`src/rtl/l2_cache_control_pkg.sv`:
```
`timescale 1ns/1ps
`default_nettype none
// ============================================================================
// l2_cache_control_pkg : shared types for the 2-way, 8-set L2 cache controller
// Revision: 1.0
// ============================================================================
package l2_cache_control_pkg;

    typedef enum logic [1:0] {
        IDLE      = 2'd0,
        CHECK     = 2'd1,
        WRITEBACK = 2'd2,
        ALLOCATE  = 2'd3
    } l2_state_t;

    typedef logic [1:0] pmem_addr_sel_t;

    localparam pmem_addr_sel_t PMEM_SEL_REQ  = 2'b00;
    localparam pmem_addr_sel_t PMEM_SEL_WAY0 = 2'b01;
    localparam pmem_addr_sel_t PMEM_SEL_WAY1 = 2'b10;

endpackage
`default_nettype wire

```
`src/rtl/l2_cache_control_sat_counter.sv`:
```
`timescale 1ns/1ps
`default_nettype none
// ============================================================================
// l2_cache_control_sat_counter : up-counter that sticks at all-ones
// Revision: 1.0
// ============================================================================
module l2_cache_control_sat_counter #(
    parameter int CNT_WIDTH = 16
) (
    input  logic                 clk,
    input  logic                 rst_n,
    input  logic                 inc_i,
    output logic [CNT_WIDTH-1:0] count_o
);

    logic [CNT_WIDTH-1:0] count_q;

    always_ff @(posedge clk or negedge rst_n) begin
        if (!rst_n) begin
            count_q <= '0;
        end else if (inc_i && (count_q != {CNT_WIDTH{1'b1}})) begin
            count_q <= count_q + CNT_WIDTH'(1);
        end
    end

    assign count_o = count_q;

endmodule
`default_nettype wire

```
`src/rtl/l2_cache_control.sv`:
```
`timescale 1ns/1ps
`default_nettype none
// ============================================================================
// l2_cache_control : hit/miss FSM, LRU victim write-back and line allocation
// Revision: 1.0
// ============================================================================
module l2_cache_control
    import l2_cache_control_pkg::*;
#(
    parameter int CNT_WIDTH = 16
) (
    input  logic                 clk,
    input  logic                 rst_n,
    input  logic                 mem_read,
    input  logic                 mem_write,
    output logic                 mem_resp,
    input  logic                 hit0,
    input  logic                 hit1,
    input  logic                 dirty0,
    input  logic                 dirty1,
    input  logic                 lru_out,
    output logic                 load_word0,
    output logic                 load_word1,
    output logic                 load_line0,
    output logic                 load_line1,
    output logic                 lru_load,
    output logic                 lru_in,
    output logic                 dout_sel,
    output logic [1:0]           pmem_addr_sel,
    output logic                 pmem_read,
    output logic                 pmem_write,
    input  logic                 pmem_resp,
    output logic [CNT_WIDTH-1:0] hit_count,
    output logic [CNT_WIDTH-1:0] miss_count
);

    l2_state_t state_q, state_d;
    logic      victim_q, victim_d;
    logic      refill_q, refill_d;

    logic w_hit;
    logic w_hit_way;
    logic w_hit_inc;
    logic w_miss_inc;

    assign w_hit     = hit0 | hit1;
    // way0 takes priority if both ways report a hit
    assign w_hit_way = ~hit0;

    always_comb begin
        state_d       = state_q;
        victim_d      = victim_q;
        refill_d      = refill_q;
        mem_resp      = 1'b0;
        load_word0    = 1'b0;
        load_word1    = 1'b0;
        load_line0    = 1'b0;
        load_line1    = 1'b0;
        lru_load      = 1'b0;
        lru_in        = 1'b0;
        dout_sel      = 1'b0;
        pmem_addr_sel = PMEM_SEL_REQ;
        pmem_read     = 1'b0;
        pmem_write    = 1'b0;
        w_hit_inc     = 1'b0;
        w_miss_inc    = 1'b0;

        case (state_q)
            IDLE: begin
                if (mem_read || mem_write) begin
                    state_d = CHECK;
                end
            end

            CHECK: begin
                refill_d = 1'b0;
                if (w_hit) begin
                    mem_resp   = 1'b1;
                    dout_sel   = w_hit_way;
                    lru_load   = 1'b1;
                    lru_in     = ~w_hit_way;
                    // a simultaneous read+write request is serviced as a write
                    load_word0 = mem_write & ~w_hit_way;
                    load_word1 = mem_write &  w_hit_way;
                    w_hit_inc  = ~refill_q;
                    state_d    = IDLE;
                end else begin
                    victim_d   = lru_out;
                    w_miss_inc = 1'b1;
                    state_d    = (lru_out ? dirty1 : dirty0) ? WRITEBACK : ALLOCATE;
                end
            end

            WRITEBACK: begin
                pmem_write    = 1'b1;
                pmem_addr_sel = victim_q ? PMEM_SEL_WAY1 : PMEM_SEL_WAY0;
                dout_sel      = victim_q;
                if (pmem_resp) begin
                    state_d = ALLOCATE;
                end
            end

            ALLOCATE: begin
                pmem_read     = 1'b1;
                pmem_addr_sel = PMEM_SEL_REQ;
                if (pmem_resp) begin
                    load_line0 = ~victim_q;
                    load_line1 =  victim_q;
                    refill_d   = 1'b1;
                    state_d    = CHECK;
                end
            end

            default: begin
                state_d = IDLE;
            end
        endcase
    end

    always_ff @(posedge clk or negedge rst_n) begin
        if (!rst_n) begin
            state_q  <= IDLE;
            victim_q <= 1'b0;
            refill_q <= 1'b0;
        end else begin
            state_q  <= state_d;
            victim_q <= victim_d;
            refill_q <= refill_d;
        end
    end

    l2_cache_control_sat_counter #(
        .CNT_WIDTH (CNT_WIDTH)
    ) u_hit_counter (
        .clk     (clk),
        .rst_n   (rst_n),
        .inc_i   (w_hit_inc),
        .count_o (hit_count)
    );

    l2_cache_control_sat_counter #(
        .CNT_WIDTH (CNT_WIDTH)
    ) u_miss_counter (
        .clk     (clk),
        .rst_n   (rst_n),
        .inc_i   (w_miss_inc),
        .count_o (miss_count)
    );

endmodule
`default_nettype wire

```
`config.mk`:
```
export PLATFORM = sky130hd
export DESIGN_NAME = l2_cache_control
export DESIGN_NICKNAME = d
export VERILOG_FILES = /design/src/rtl/l2_cache_control_pkg.sv /design/src/rtl/l2_cache_control_sat_counter.sv /design/src/rtl/l2_cache_control.sv
export SDC_FILE = /design/constraint.sdc
export NUM_CORES = 1
export LEC_CHECK = 0
export CAP_MARGIN = 0
export CORE_AREA = 2 2 54 68
export DETAILED_ROUTE_END_ITERATION = 7
export DIE_AREA = 0 0 56 70
export DONT_BUFFER_PORTS = 1
export PLACE_DENSITY = 0.73
export SYNTH_ARGS = -nofsm -noshare
export SYNTH_HDL_FRONTEND = slang
export SYNTH_SLANG_ARGS = --single-unit
```
`constraint.sdc`:
```
create_clock -name clk -period 3.3 [get_ports clk]
set_clock_uncertainty 0.15 [all_clocks]
set_input_delay 0.66 -clock clk [delete_from_list [all_inputs] [get_ports clk]]
set_output_delay 0.66 -clock clk [all_outputs]
set_load 0.005 [all_outputs]
```
# ---- After elaboration in Yosys (flattened, before gate mapping)
# Cells that the tools add are included.
# W data, S select, Z words.
dict set report totals {
  register_bits 36
  in_bits 10
  out_inout_bits 44
  wordCells 61
}
dict set report classes {
  addsub 2
  eq_ne 8
  n_mux 31
  bitwise_logic 7
  n_reduce_logical 8
}
# op n
set op_table {}
lappend op_table {{$add A16 B1 Y16 const B} 2}
lappend op_table {{$ne A16 B16 Y1 const B} 2}
lappend op_table {{$mux W1} 22}
lappend op_table {{$mux W2} 6}
lappend op_table {{$pmux W2 S4} 1}
lappend op_table {{$ne A2 B2 Y1 const B} 3}
lappend op_table {{$eq A2 B2 Y1 const B} 2}
lappend op_table {{$not A1 Y1} 4}
lappend op_table {{$pmux W1 S2} 2}
lappend op_table {{$reduce_and A2 Y1} 2}
lappend op_table {{$reduce_and A3 Y1} 1}
lappend op_table {{$and A1 B1 Y1} 2}
lappend op_table {{$eq A2 B1 Y1 const B} 1}
lappend op_table {{$logic_and A1 B1 Y1} 2}
lappend op_table {{$logic_not A2 Y1} 1}
lappend op_table {{$reduce_bool A2 Y1} 1}
lappend op_table {{$logic_or A1 B1 Y1} 1}
lappend op_table {{$or A1 B1 Y1} 1}

# ---- Depth between registers and ports, before layout
dict set report logic_depth {
  ltp_word 4
  depth_mapped 6
  depth_no_buf 6
}

# ---- Modules after synthesis
# A second synthesis with hierarchy kept.
dict set report hier_totals {
  cells_unflattened 184
  hier_area_um2 2098.3
}
# mod n_inst cells_per_inst area_each_um2 seq_area_each_um2
set by_module_without_submodules {}
lappend by_module_without_submodules {l2_cache_control_sat_counter 2 72 859.6 400.4}
lappend by_module_without_submodules {l2_cache_control 1 40 379.1 100.1}

# ---- Worst setup path before layout
# OpenSTA, ideal clock, no wires.
dict set report synth_timing {
  kind {input to register}
  from {input hit1}
  to {register u_miss_counter.count_q[9] (netlist: u_miss_counter.count_o[9])}
  setup_time_ps 79
  t_arrival_ps 1815
  t_required_ps 3071
  setup_slack_ps 1256
  path_stages 4
  path_buffers 0
  path_cell_list {nand4b_1 or3b_2 nor4_1 xor2_1}
}
dict set report synth_between {
  elab_chain_cells 4
}
# item line_no
set synth_lines {}
lappend synth_lines {{from (decl)} l2_cache_control.sv:18} ;# input logic hit1,
lappend synth_lines {{$or A1 B1 Y1} l2_cache_control.sv:46} ;# assign w_hit = hit0 | hit1;
lappend synth_lines {{$mux W1} l2_cache_control.sv:77} ;# if (w_hit) begin
lappend synth_lines {{$mux W1} l2_cache_control.sv:68} ;# case (state_q)
lappend synth_lines {{$logic_and A1 B1 Y1} l2_cache_control_sat_counter.sv:21} ;# end else if (inc_i && (count_q != {CNT_WIDTH{1'b1}})) begin
lappend synth_lines {{to (signal assigned)} l2_cache_control_sat_counter.sv:22} ;# count_q <= count_q + CNT_WIDTH'(1);
lappend synth_lines {{to (decl)} l2_cache_control_sat_counter.sv:16} ;# logic [CNT_WIDTH-1:0] count_q;
# No other way between the ends.
# A chain may end at the register's enable or synchronous reset.

# ---- Final worst setup path
dict set report layout_timing {
  from {register state_q[0]}
  to {output dout_sel}
}
dict set report layout_between {
  elab_chain_cells 2
  elab_cells_between_ends 3
  classes_between {2 x eq/ne; 1 x mux}
}
# item line_no
set layout_lines {}
lappend layout_lines {{from (decl)} l2_cache_control.sv:37} ;# l2_state_t state_q, state_d;
lappend layout_lines {{from (signal assigned)} l2_cache_control.sv:126} ;# state_q <= state_d;
lappend layout_lines {{$eq A2 B2 Y1 or $eq A2 B1 Y1 (tied branches)} l2_cache_control.sv:68}
lappend layout_lines {{$pmux W1 S2 (*)} l2_cache_control.sv:68}
lappend layout_lines {{to (decl)} l2_cache_control.sv:28} ;# output logic dout_sel,
# Mark *: on every way between the ends. The rest lies on a longest branch, timed or not.

==> Implementation_results.wiki <==
{| class="wikitable"
! Metric !! Value
|-
| Area growth syn-to-layout || 8.93%
|-
| Crit path max fanout || 6
|-
| Number of buffers added for setup after CTS || 0
|-
| Launch point of the worst path || state_q[0]
|-
| Total via count in the routed design || approximately 1.4k
|-
| Ranking of synthesized cells by instance count || 36 x sky130_fd_sc_hd__dfrtp_1, 20 x sky130_fd_sc_hd__xnor2_1, 15 x sky130_fd_sc_hd__nand2_1
|-
| Die span in y || approximately 70 µm
|-
| Share of post-route cells with drive strength above 1 || 9.78%
|-
| Top Ports || 54
|-
| Unrepaired setup endpoints after global routing || false
|-
| Largest net degree at the start of global routing || 37
|-
| Clock period minus final worst setup slack || about 2.3 ns
|-
| Xor and xnor area share after synthesis || 13.0%
|-
| Capturing point of the worst reg2reg path || u_miss_counter.count_o[14]
|-
| Final number of setup-violating endpoints || 0
|-
| Floorplan die width || between 50 and 60 µm
|-
| Simple-Gate Fraction of Synth Area || roughly 27%
|-
| Number of buffers inserted during clock tree synthesis || 5
|-
| Most used DFF post-synth || sky130_fd_sc_hd__dfrtp_1
|-
| Number of nets in the synthesized netlist || roughly 190
|-
| CP required || 2.49 ns
|-
| CTS HTree Levels || 2
|-
| Total track usage || 21.7%
|-
| Run status || finished clean
|-
| Number of register bits inferred by synthesis || 36
|-
| Share of the synthesized area in compound gates (AO/OA/AOI/OAI) || approximately 2.8%
|-
| Detailed-route vias per instance || between 6 and 7
|-
| Die Area || 3920 µm²
|-
| Count of clock tree sinks || 36
|-
| Initial core utilization || between 50% and 60%
|-
| Maxcap violations || 0
|-
| Synth Area in Adders || slightly below 4%
|-
| Vias in the first global route || 1405
|-
| Core region area || roughly 3400 µm²
|-
| Post-route DRC || 0
|-
| Leading cell types by total area after synthesis || sky130_fd_sc_hd__dfrtp_1 48%, sky130_fd_sc_hd__xnor2_1 9.3%, sky130_fd_sc_hd__ha_1 4.0%, sky130_fd_sc_hd__xor2_1 3.7%, sky130_fd_sc_hd__nand4_1 3.6%
|-
| Total number of nets in the final design || between 150 and 200
|-
| Routability congestion estimate from global placement || between 0.8 and 0.9
|-
| Most area-hungry cell type in the Yosys netlist || sky130_fd_sc_hd__dfrtp_1
|-
| Mean post-synth cell area || 10.7 µm²
|-
| Type of the worst min-delay path || input port to asynchronous set/reset pin
|-
| # hold bufs at CTS || 1
|-
| Number of antenna violations at the first check in global routing || 0
|-
| Seq/Total Area, Yosys || between 40 and 50%
|-
| Peak supply drop || 0.000452 V
|-
| Clock slew seen by the registers of the worst setup and hold paths || about 0.07 ns
|-
| Mux share of post-synthesis cell area || under 10%
|-
| R2R cell count || 6
|-
| Total count of max-transition violations in the final report || 0
|-
| Final hold vios || 0
|-
| Period utilization || a little over two thirds
|-
| Slew @ Worst Pin || slightly above 0.6 ns
|-
| CTS tree || built
|-
| Max Clk Rate || about 430 MHz
|-
| Total number of placement rows || 24
|-
| Max Root-Sink Buffers || 2
|-
| Clock latency on the worst-skew pair || roughly 0.29 ns
|-
| Port Buffers || 0
|-
| Remaining antenna violation count after routing || 0
|-
| Crit. End Element || output port
|-
| First-pass DRT Iterations || 4
|-
| Hold slack || between 0.04 and 0.05 ns
|-
| Arrival time reported for the critical path endpoint || around 1.5 ns
|-
| Synth Cell Area || 1890 µm²
|-
| Worst-case register-to-register setup slack || between 0.9 and 1 ns
|-
| Number of synthesized flops with an enable pin || 0
|-
| Worst R2R Start || state_q[1]
|-
| Number of resized instances in the post-cts repair step || 0
|-
| Library cell with the highest instance count after synthesis || sky130_fd_sc_hd__dfrtp_1
|-
| Leakage power total || about 0.0009 µW
|-
| Top-area cell type share of the netlist area || a little under half
|-
| Number of DRC markers in iteration 0 || 31
|-
| Cell type of the slowest stage on the worst timing path || sky130_fd_sc_hd__dfrtp_1
|-
| N_diodes || 0
|-
| Dominant combinational cell family by area after synthesis || simple AND/OR/NAND/NOR gates
|-
| Unique cell type count in the Yosys netlist || 34
|-
| Worst slew margin relative to its limit || between 50% and 60%
|-
| Half-perimeter wire length of the detailed placement result || between 2 and 3 mm
|-
| Wire length of the first global-routing pass || 6.75 mm
|-
| Post-Syn Instances || 177
|-
| Cell chosen for the clock root || sky130_fd_sc_hd__clkbuf_8
|-
| Setup total negative slack || 0 ns
|-
| Delay contributed by the slowest stage of the critical path || roughly 0.4 ns
|-
| Ys Warns || 0
|-
| Critical-path cell list || inv_1 -> ha_1 -> and2_1 -> a21oi_1 -> nor2b_1
|-
| Worst Setup Path Type || flip-flop to output port
|-
| Number of fillers in the final layout || 276
|-
| Avg WL per Cell || 17.7 µm
|-
| Power Total || between 1000 and 1500 µW
|-
| Post-detailed-routing wire length || ~4.0 mm
|-
| Crit start category || flip-flop
|-
| Proportion of register bits with asynchronous set or reset after synthesis || between 90% and 100%
|-
| Total congestion overflow after global routing || 0
|-
| Power density of the placed cells || 676 nW/µm²
|}
per-layer routing:
metal / vias to the layer above / track usage, % / part of all wire [%]
met5: - / 0 / 0
met4: 0 / 7.94 / 1.2
met3: 5 / 7.41 / 6.1
met2: 37 / 38.2 / 54
met1: 661 / 23.9 / 38
li1: 649 / - / -
stage by stage:
step	instances	area [µm²]	util (%)	setup WS, ns
after global routing	223	2060	61.3	0.726
after global placement	214	1930	57.4	1.13
after floorplan	177	1890	-	1.26
after detailed placement	214	1930	57.4	1.01
final	223	2060	61.3	0.984
after CTS	223	2060	61.3	0.979
sequential cells by signal, indices dropped and copies added, names as in the netlist:
| register | count |
|---|---|
| refill_q | 1 |
| u_hit_counter.count_o | 16 |
| u_miss_counter.count_o | 16 |
| state_q | 2 |
| victim_q | 1 |
cell families after synthesis:
kind of cell	Yosys count
xor+xnor	28
flops	36
fa+ha+maj	6
compound gates	10
buf+inv	6
simple gates	84
mux	7
cell usage in the layout, fill, tap and decap left out, types with 2 or more instances in the layout:
cell type	n
sky130_fd_sc_hd__nand3_1	10
sky130_fd_sc_hd__and3_1	10
sky130_fd_sc_hd__and2_1	2
sky130_fd_sc_hd__o21ai_0	7
sky130_fd_sc_hd__nor2_1	7
sky130_fd_sc_hd__xnor2_1	20
sky130_fd_sc_hd__mux2i_1	3
sky130_fd_sc_hd__and4_1	4
sky130_fd_sc_hd__nand3b_1	2
sky130_fd_sc_hd__xor2_1	8
sky130_fd_sc_hd__clkbuf_8	5
sky130_fd_sc_hd__nand4b_1	3
sky130_fd_sc_hd__nand4_1	11
sky130_fd_sc_hd__dfrtp_1	36
sky130_fd_sc_hd__nor4_1	4
sky130_fd_sc_hd__a21oi_1	2
sky130_fd_sc_hd__mux2_2	3
sky130_fd_sc_hd__inv_1	4
sky130_fd_sc_hd__nor3_1	4
sky130_fd_sc_hd__nand2_1	15
sky130_fd_sc_hd__ha_1	6
sky130_fd_sc_hd__nor2b_1	3
worst max-delay path by stage:
stage,end,slack (ns),cells past startpoint
2_1_floorplan,u_miss_counter.count_o[9],1.26,4
3_3_place_gp,u_miss_counter.count_o[14],1.13,6
3_5_place_dp,u_miss_counter.count_o[14],1.01,6
4_1_cts,dout_sel,0.98,5
5_1_grt,u_miss_counter.count_o[14],0.73,6
6_report,dout_sel,0.98,5
final cells by class:
class,instances,area [µm²],area share [%]
timing repair buffer,1,20.0,0.971
clock inverter,3,42.5,2.06
inverter,4,15.0,0.729
clock buffer,5,68.8,3.34
sequential,36,901,43.7
multi-input combinational,135,965,46.8
tap,39,48.8,2.37
where the power goes:
group          internal [µW]  total [µW]  switching (µW)  leakage [µW]
combinational            169         353             183      0.000385
sequential               529         660             131      0.000480
clock                    223         381             158     0.0000541
total                    921        1390             472      0.000920
worst max-delay path, delay by kind of cell (launching register included):
family,cells,cell delay [ns]
AOI/OAI and AO/OA,1,0.05
and+or+nand+nor,2,0.34
adders and majority gates,1,0.29
buffers and inverters,1,0.12
DFF,1,0.41
No activity file was read; power rests on OpenSTA's default activity.
==> patch 1, RTL diff (same settings) <==
`CNT_WIDTH` is set to 16 in 2 places; all go to 12.
--- a/src/rtl/l2_cache_control_sat_counter.sv
+++ b/src/rtl/l2_cache_control_sat_counter.sv
@@ -7,3 +7,3 @@
 module l2_cache_control_sat_counter #(
-    parameter int CNT_WIDTH = 16
+    parameter int CNT_WIDTH = 12
 ) (
--- a/src/rtl/l2_cache_control.sv
+++ b/src/rtl/l2_cache_control.sv
@@ -9,3 +9,3 @@
 #(
-    parameter int CNT_WIDTH = 16
+    parameter int CNT_WIDTH = 12
 ) (
Interface: changed (resized hit_count and miss_count); port bits go from 54 to 46. No check against the original RTL was run, so the function may have changed too.
==> patch 1 against the unedited design <==
- via count fell by 14%
- wire length fell by 18%
- worst setup slack got worse by 0.10 ns
- area after synthesis fell by 17%
- register-to-register slack improved by 0.08 ns
- first-iteration DRC count rose by 94%
- non-clock buffer count did not move
- sequential cell count fell by 8
- power fell by 12%
- final area fell by 18%
==> patch 1: results (changes against the unedited design) <==
----------------------------------------------------
[Outcome]
  Outcome ... complete, no violations (unchanged)

[CTS]
  Clock edge transition at the registers on the reported setup and hold paths ... 0.10 ns (was 0.07 ns)
  Setup Fix Bufs, Post-CTS ... 0 (unchanged)
  CTS HTree Levels ... 1 (was 2)
  CTS root buffer ... sky130_fd_sc_hd__clkbuf_8 (unchanged)
  Total clock buffers created by CTS ... 3 (was 5)

[Logic synthesis]
  Fraction of the yosys area taken by sequential cells ... 44.9% (was 47.6%)
  Area fraction of the dominant cell type after synthesis ... 44.9% (was 47.6%)
  Post-synth net total ... 168 (was 193)
  Most instantiated cells after synthesis ... sky130_fd_sc_hd__dfrtp_1, sky130_fd_sc_hd__nand3_1, sky130_fd_sc_hd__nand2_1, sky130_fd_sc_hd__and3_1, sky130_fd_sc_hd__xnor2_1 (was sky130_fd_sc_hd__dfrtp_1, sky130_fd_sc_hd__xnor2_1, sky130_fd_sc_hd__nand2_1, sky130_fd_sc_hd__nand4_1)
  Leading post-synthesis cells by cell area ... sky130_fd_sc_hd__dfrtp_1, sky130_fd_sc_hd__xnor2_1, sky130_fd_sc_hd__ha_1, sky130_fd_sc_hd__and3_1, sky130_fd_sc_hd__nand3_1 (was sky130_fd_sc_hd__dfrtp_1, sky130_fd_sc_hd__xnor2_1, sky130_fd_sc_hd__ha_1, sky130_fd_sc_hd__xor2_1, sky130_fd_sc_hd__nand4_1)
  Dominant register cell in the synthesized netlist ... sky130_fd_sc_hd__dfrtp_1 (unchanged)
  Count of unique library cells instantiated by Yosys ... 35 (was 34)
  Number of warnings printed during yosys synthesis ... 0 (unchanged)
  Async set-or-reset flop fraction in the synthesized netlist ... 100% (unchanged)

[Timing]
  Number of hold-slack violations in the final timing report ... 0 (unchanged)
  Max-Slew Margin vs Limit ... 72.0% (was 58.6%)

[Final layout]
  Proportion of layout cells with a drive suffix above 1 ... 9.09% (was 9.78%)
  Number of inserted filler cells in the final layout ... 317 (was 276)

[Detailed routing]
  Violation count after the first detailed-routing iteration ... 60 (was 31)
  Number of iterations in the first detailed-routing pass ... 4 (unchanged)
  Total via count in the routed design ... 1,164 (was 1,352)
  Routed length per instance ... 16.7 um (was 17.7 um)

[Placed design]
  Worst-case setup slack after placement ... 1.09 ns (was 1.01 ns)
  Number of port buffers ... 0 (unchanged)
  Global placer's final weighted congestion ... 0.831 (was 0.880)
  Dpl cell area ... 1590 um2 (was 1930 um2)
  Post-DP HPWL ... 2450 um (was 2950 um)

[Power]
  Maximum VDD drop ... 0.000459 V (was 0.000452 V)
  Leakage power total ... 0.730 nW (was 0.920 nW)

[Setup path]
  Critical Path AT ... 1.61 ns (was 1.51 ns)
  Maximum fanout encountered on the critical timing path ... 6 (unchanged)

[Global routing]
  Wire length of the first global-routing pass ... 5660 um (was 6750 um)
  Global Route Usage Sum ... 17.8% (was 21.7%)
  Pin count of the biggest net entering global routing ... 29 (was 37)

----------------------------------------------------
-- patch 1: final timing paths --
| path | startpoint | depth (start not counted) | to | slack [ns] |
|---|---|---|---|---|
| min in group clk | u_hit_counter.count_o[8] | 1 | u_hit_counter.count_o[8] | 0.37 |
| max reg2reg | state_q[1] | 6 | u_miss_counter.count_o[8] | 1.07 |
| min reg2reg | u_hit_counter.count_o[8] | 1 | u_hit_counter.count_o[8] | 0.37 |
| max | state_q[1] | 5 | dout_sel | 0.88 |
| min | rst_n | 1 | u_hit_counter.count_o[9] | 0.03 |
| max in group asynchronous | rst_n | 1 | u_hit_counter.count_o[7] | 2.80 |
-- patch 1: power breakdown --
group          switching [mW]  total (mW)  internal (mW)  leakage (nW)
clock network           0.109       0.271          0.163        0.0357
logic                   0.207       0.381          0.174         0.333
registers               0.135       0.569          0.434         0.361
total                   0.451        1.22          0.771         0.730
-- patch 1: area by class of cell --
class	count	area (um2)	share of cell area, %
Clock buffer	3	41.3	2.45
Clock inverter	1	30.0	1.78
Inverter	5	18.8	1.11
Multi-Input combinational cell	116	826	49.0
Sequential cell	28	701	41.6
Tap cell	39	48.8	2.90
Timing Repair Buffer	1	20.0	1.19
-- patch 1: through the flow --
step                      hold slack [ns]  utilization (%)  std cells
final                              0.0299             50.1        193
after global routing               0.0321             50.1        193
after CTS                          0.0362             50.1        193
after detailed placement            0.215             47.4        188
after global placement              0.215             47.4        188
after floorplan                     0.214                -        152
-- patch 1: critical path, stage by stage (launching register included) --
cell and delay [ns]:
sky130_fd_sc_hd__dfrtp_1 0.41, sky130_fd_sc_hd__inv_1 0.12, sky130_fd_sc_hd__ha_1 0.29, sky130_fd_sc_hd__nor2b_1 0.23, sky130_fd_sc_hd__a21oi_1 0.11, sky130_fd_sc_hd__nor2b_1 0.16
-- patch 1: routing by layer --
| layer | part of all wire [%] | GRT usage [%] | up-vias |
|---|---|---|---|
| li1 | - | - | 548 |
| met1 | 38 | 19.1 | 568 |
| met2 | 53 | 29.8 | 41 |
| met3 | 7.3 | 6.67 | 7 |
| met4 | 2.0 | 9.79 | 0 |
| met5 | 0 | 0 | - |
-- patch 1: what timing repair did --
action / CTS / global route
resized for setup: 0 / 0
endpoints found under the hold margin: 28 / 0
hold buffers: 1 / 0
-- patch 1: cells by family (layout without fill, tap and decap cells) --
family	after synthesis	after routing	share of synthesized area, %
and+or+nand+nor	66	66	26.0
buffers and inverters	8	10	2.24
DFF	28	28	44.9
AOI/OAI and AO/OA	23	23	8.81
xor gates and xnor gates	12	12	6.73
adders and majority gates	6	6	4.81
muxes	9	9	6.49
==> patch 2, RTL diff (same flow settings) <==
Made on the original files. Put a register stage on the output `load_word0`, with the module's reset. The value now appears one clock later. The other outputs are not delayed to match.
--- a/src/rtl/l2_cache_control.sv
+++ b/src/rtl/l2_cache_control.sv
@@ -36,2 +36,4 @@
 
+    logic load_word0_d;
+
     l2_state_t state_q, state_d;
@@ -54,3 +56,3 @@
         mem_resp      = 1'b0;
-        load_word0    = 1'b0;
+        load_word0_d  = 1'b0;
         load_word1    = 1'b0;
@@ -82,3 +84,3 @@
                     // a simultaneous read+write request is serviced as a write
-                    load_word0 = mem_write & ~w_hit_way;
+                    load_word0_d = mem_write & ~w_hit_way;
                     load_word1 = mem_write &  w_hit_way;
@@ -149,2 +151,10 @@
 
+    always_ff @(posedge clk or negedge rst_n) begin
+        if (!rst_n) begin
+            load_word0 <= '0;
+        end else begin
+            load_word0 <= load_word0_d;
+        end
+    end
+
 endmodule
Behaviour: not the same (a bounded check fails within 4 cycles, from zero or initial values and one cycle with rst_n low).
==> patch 2 against the unedited design <==
- area after synthesis rose by 2.1%
- core utilization rose by 1.5 points
- global-route usage is 1.3 points lower
- via count increased by 4.9%
- clock power increased by 21%
- worst hold slack worse by 0.0034 ns
- critical path type is now flip-flop to flip-flop
- sequential cell count grew 1
- wire length fell by 6.5%
- worst setup slack worse by 0.032 ns
- power rose by 8.9%
- register-to-register slack got worse by 0.04 ns
- final area is 2.4% higher
==> patch 2: results (changes against the unedited design) <==
----------------------------------------------------
[Logic synthesis]
  Most instantiated cells after synthesis ... sky130_fd_sc_hd__dfrtp_1, sky130_fd_sc_hd__xnor2_1, sky130_fd_sc_hd__nand2_1, sky130_fd_sc_hd__nand3_1 (was sky130_fd_sc_hd__dfrtp_1, sky130_fd_sc_hd__xnor2_1, sky130_fd_sc_hd__nand2_1, sky130_fd_sc_hd__nand4_1)
  Number of warnings printed during yosys synthesis ... 0 (unchanged)
  Post-synthesis instance area ... 1930 um2 (was 1890 um2)
  Count of unique library cells instantiated by Yosys ... 33 (was 34)
  Fraction of the yosys area taken by sequential cells ... 47.9% (was 47.6%)
  Post-synth net total ... 201 (was 193)
  Leading post-synthesis cells by cell area ... sky130_fd_sc_hd__dfrtp_1, sky130_fd_sc_hd__xnor2_1, sky130_fd_sc_hd__xor2_1, sky130_fd_sc_hd__ha_1, sky130_fd_sc_hd__nand4_1 (was sky130_fd_sc_hd__dfrtp_1, sky130_fd_sc_hd__xnor2_1, sky130_fd_sc_hd__ha_1, sky130_fd_sc_hd__xor2_1, sky130_fd_sc_hd__nand4_1)
  Number of instances in the synthesized netlist ... 185 (was 177)

[Setup path]
  Peak per-stage delay on the critical path ... 0.58 ns (was 0.41 ns)
  Slowest cell on the critical path ... sky130_fd_sc_hd__nor2_1 (was sky130_fd_sc_hd__dfrtp_1)
  Critical Path AT ... 2.37 ns (was 1.51 ns)
  Maximum fanout encountered on the critical timing path ... 11 (was 6)

[Global routing]
  Pin count of the biggest net entering global routing ... 38 (was 37)
  Global Route Usage Sum ... 20.3% (was 21.7%)
  Wire length of the first global-routing pass ... 6290 um (was 6750 um)
  Initial antenna violation count ... 0 (unchanged)
  Vias in the first global route ... 1,364 (was 1,405)

[Placed design]
  Dpl cell area ... 1960 um2 (was 1930 um2)
  Global placer's final weighted congestion ... 0.797 (was 0.880)
  Placed cell count ... 221 (was 214)
  Post-DP HPWL ... 2670 um (was 2950 um)
  Number of port buffers ... 0 (unchanged)

[Final layout]
  Number of antenna diodes ... 0 (unchanged)
  Proportion of layout cells with a drive suffix above 1 ... 9.95% (was 9.78%)
  Final layout net count ... 206 (was 199)
  Post-Layout Cell Count ... 230 (was 223)

[Detailed routing]
  Total via count in the routed design ... 1,418 (was 1,352)
  Violation count after the first detailed-routing iteration ... 65 (was 31)
  Total wire length after detailed routing ... 3700 um (was 3960 um)

[Hold path]
  Hold Crit Class ... primary input to asynchronous set/reset pin (unchanged)

[Power]
  Leakage power total ... 0.934 nW (was 0.920 nW)
  Net switching power ... 0.499 mW (was 0.472 mW)
  Maximum VDD drop ... 0.000611 V (was 0.000452 V)

[Timing]
  Transition time of the tightest slew-check pin ... 0.674 ns (was 0.616 ns)

[Outcome]
  Outcome ... complete, no violations (unchanged)

----------------------------------------------------
patch 2: cell count changes in the layout (fill, tap and decap cells not counted), sizes merged, moves of 2 or more:
cell,change
xnor2,-2
nand3,+4
nor2,+5
nor2b,-2
nand3b,-2
and3,-5
inv,+3
nor3,+5
o21ai,-2
xor2,+3
patch 2: cell families after synthesis:
family          synth area share (%)
simple gates                    24.9
flops                           47.9
buf+inv                         2.98
compound gates                  3.24
mux                             3.89
xor+xnor                        13.1
fa+ha+maj                       3.89
patch 2: worst paths after layout:
path                                                  from                    endpoint  slack (ns)  cells past startpoint
worst max-delay path                            state_q[1]    u_hit_counter.count_o[1]        0.95                      6
worst min-delay path                                 rst_n   u_miss_counter.count_o[7]        0.04                      1
min in group clk                                   lru_out                    victim_q        0.37                      1
worst min register to register  u_miss_counter.count_o[15]  u_miss_counter.count_o[15]        0.38                      1
max in group asynchronous                            rst_n                    refill_q        2.77                      1
worst max register to register                  state_q[1]    u_hit_counter.count_o[1]        0.95                      6
patch 2: through the flow:
stage / setup slack, ns / total power [mW]
finish: 0.951 / 1.52
global route: 0.744 / 1.62
CTS: 0.942 / 1.53
detailed placement: 0.983 / 1.05
global placement: 1.15 / 1.03
floorplan: 1.29 / 0.978
patch 2: metal layers:
layer / global-route usage (%) / up-vias / share of wire (%)
met5: 0 / - / 0
met4: 8.99 / 0 / 2.2
met3: 7.78 / 11 / 7.2
met2: 32.9 / 53 / 52
met1: 23.8 / 692 / 39
li1: - / 662 / -
patch 2: layout make-up:
type                       instances  area, um2
clock buffer                       5       68.8
clock inverter                     3       65.1
inverter                           7       26.3
sequential                        37        926
fill                             277       1250
tap                               39       48.8
multi-input combinational        137        948
timing repair buffer               2       27.5
patch 2: worst max-delay path: cells and delay by family (launching register included):
| family | cells | cell delay [ns] |
|---|---|---|
| AND/OR/NAND/NOR | 2 | 0.79 |
| multiplexers | 1 | 0.31 |
| buffers and inverters | 1 | 0.10 |
| flip-flops | 1 | 0.40 |
| adder cells (fa/ha/maj) | 1 | 0.26 |
| AO/OA/AOI/OAI | 1 | 0.22 |
patch 2: power by group through the flow:
stage          clock network, mW  registers (mW)  logic [mW]
2_1_floorplan                  0           0.659       0.319
4_1_cts                    0.471           0.687       0.374
3_3_place_gp                   0           0.688       0.343
6_report                   0.462           0.685       0.370
5_1_grt                    0.487           0.708       0.426
3_5_place_dp                   0           0.693       0.360
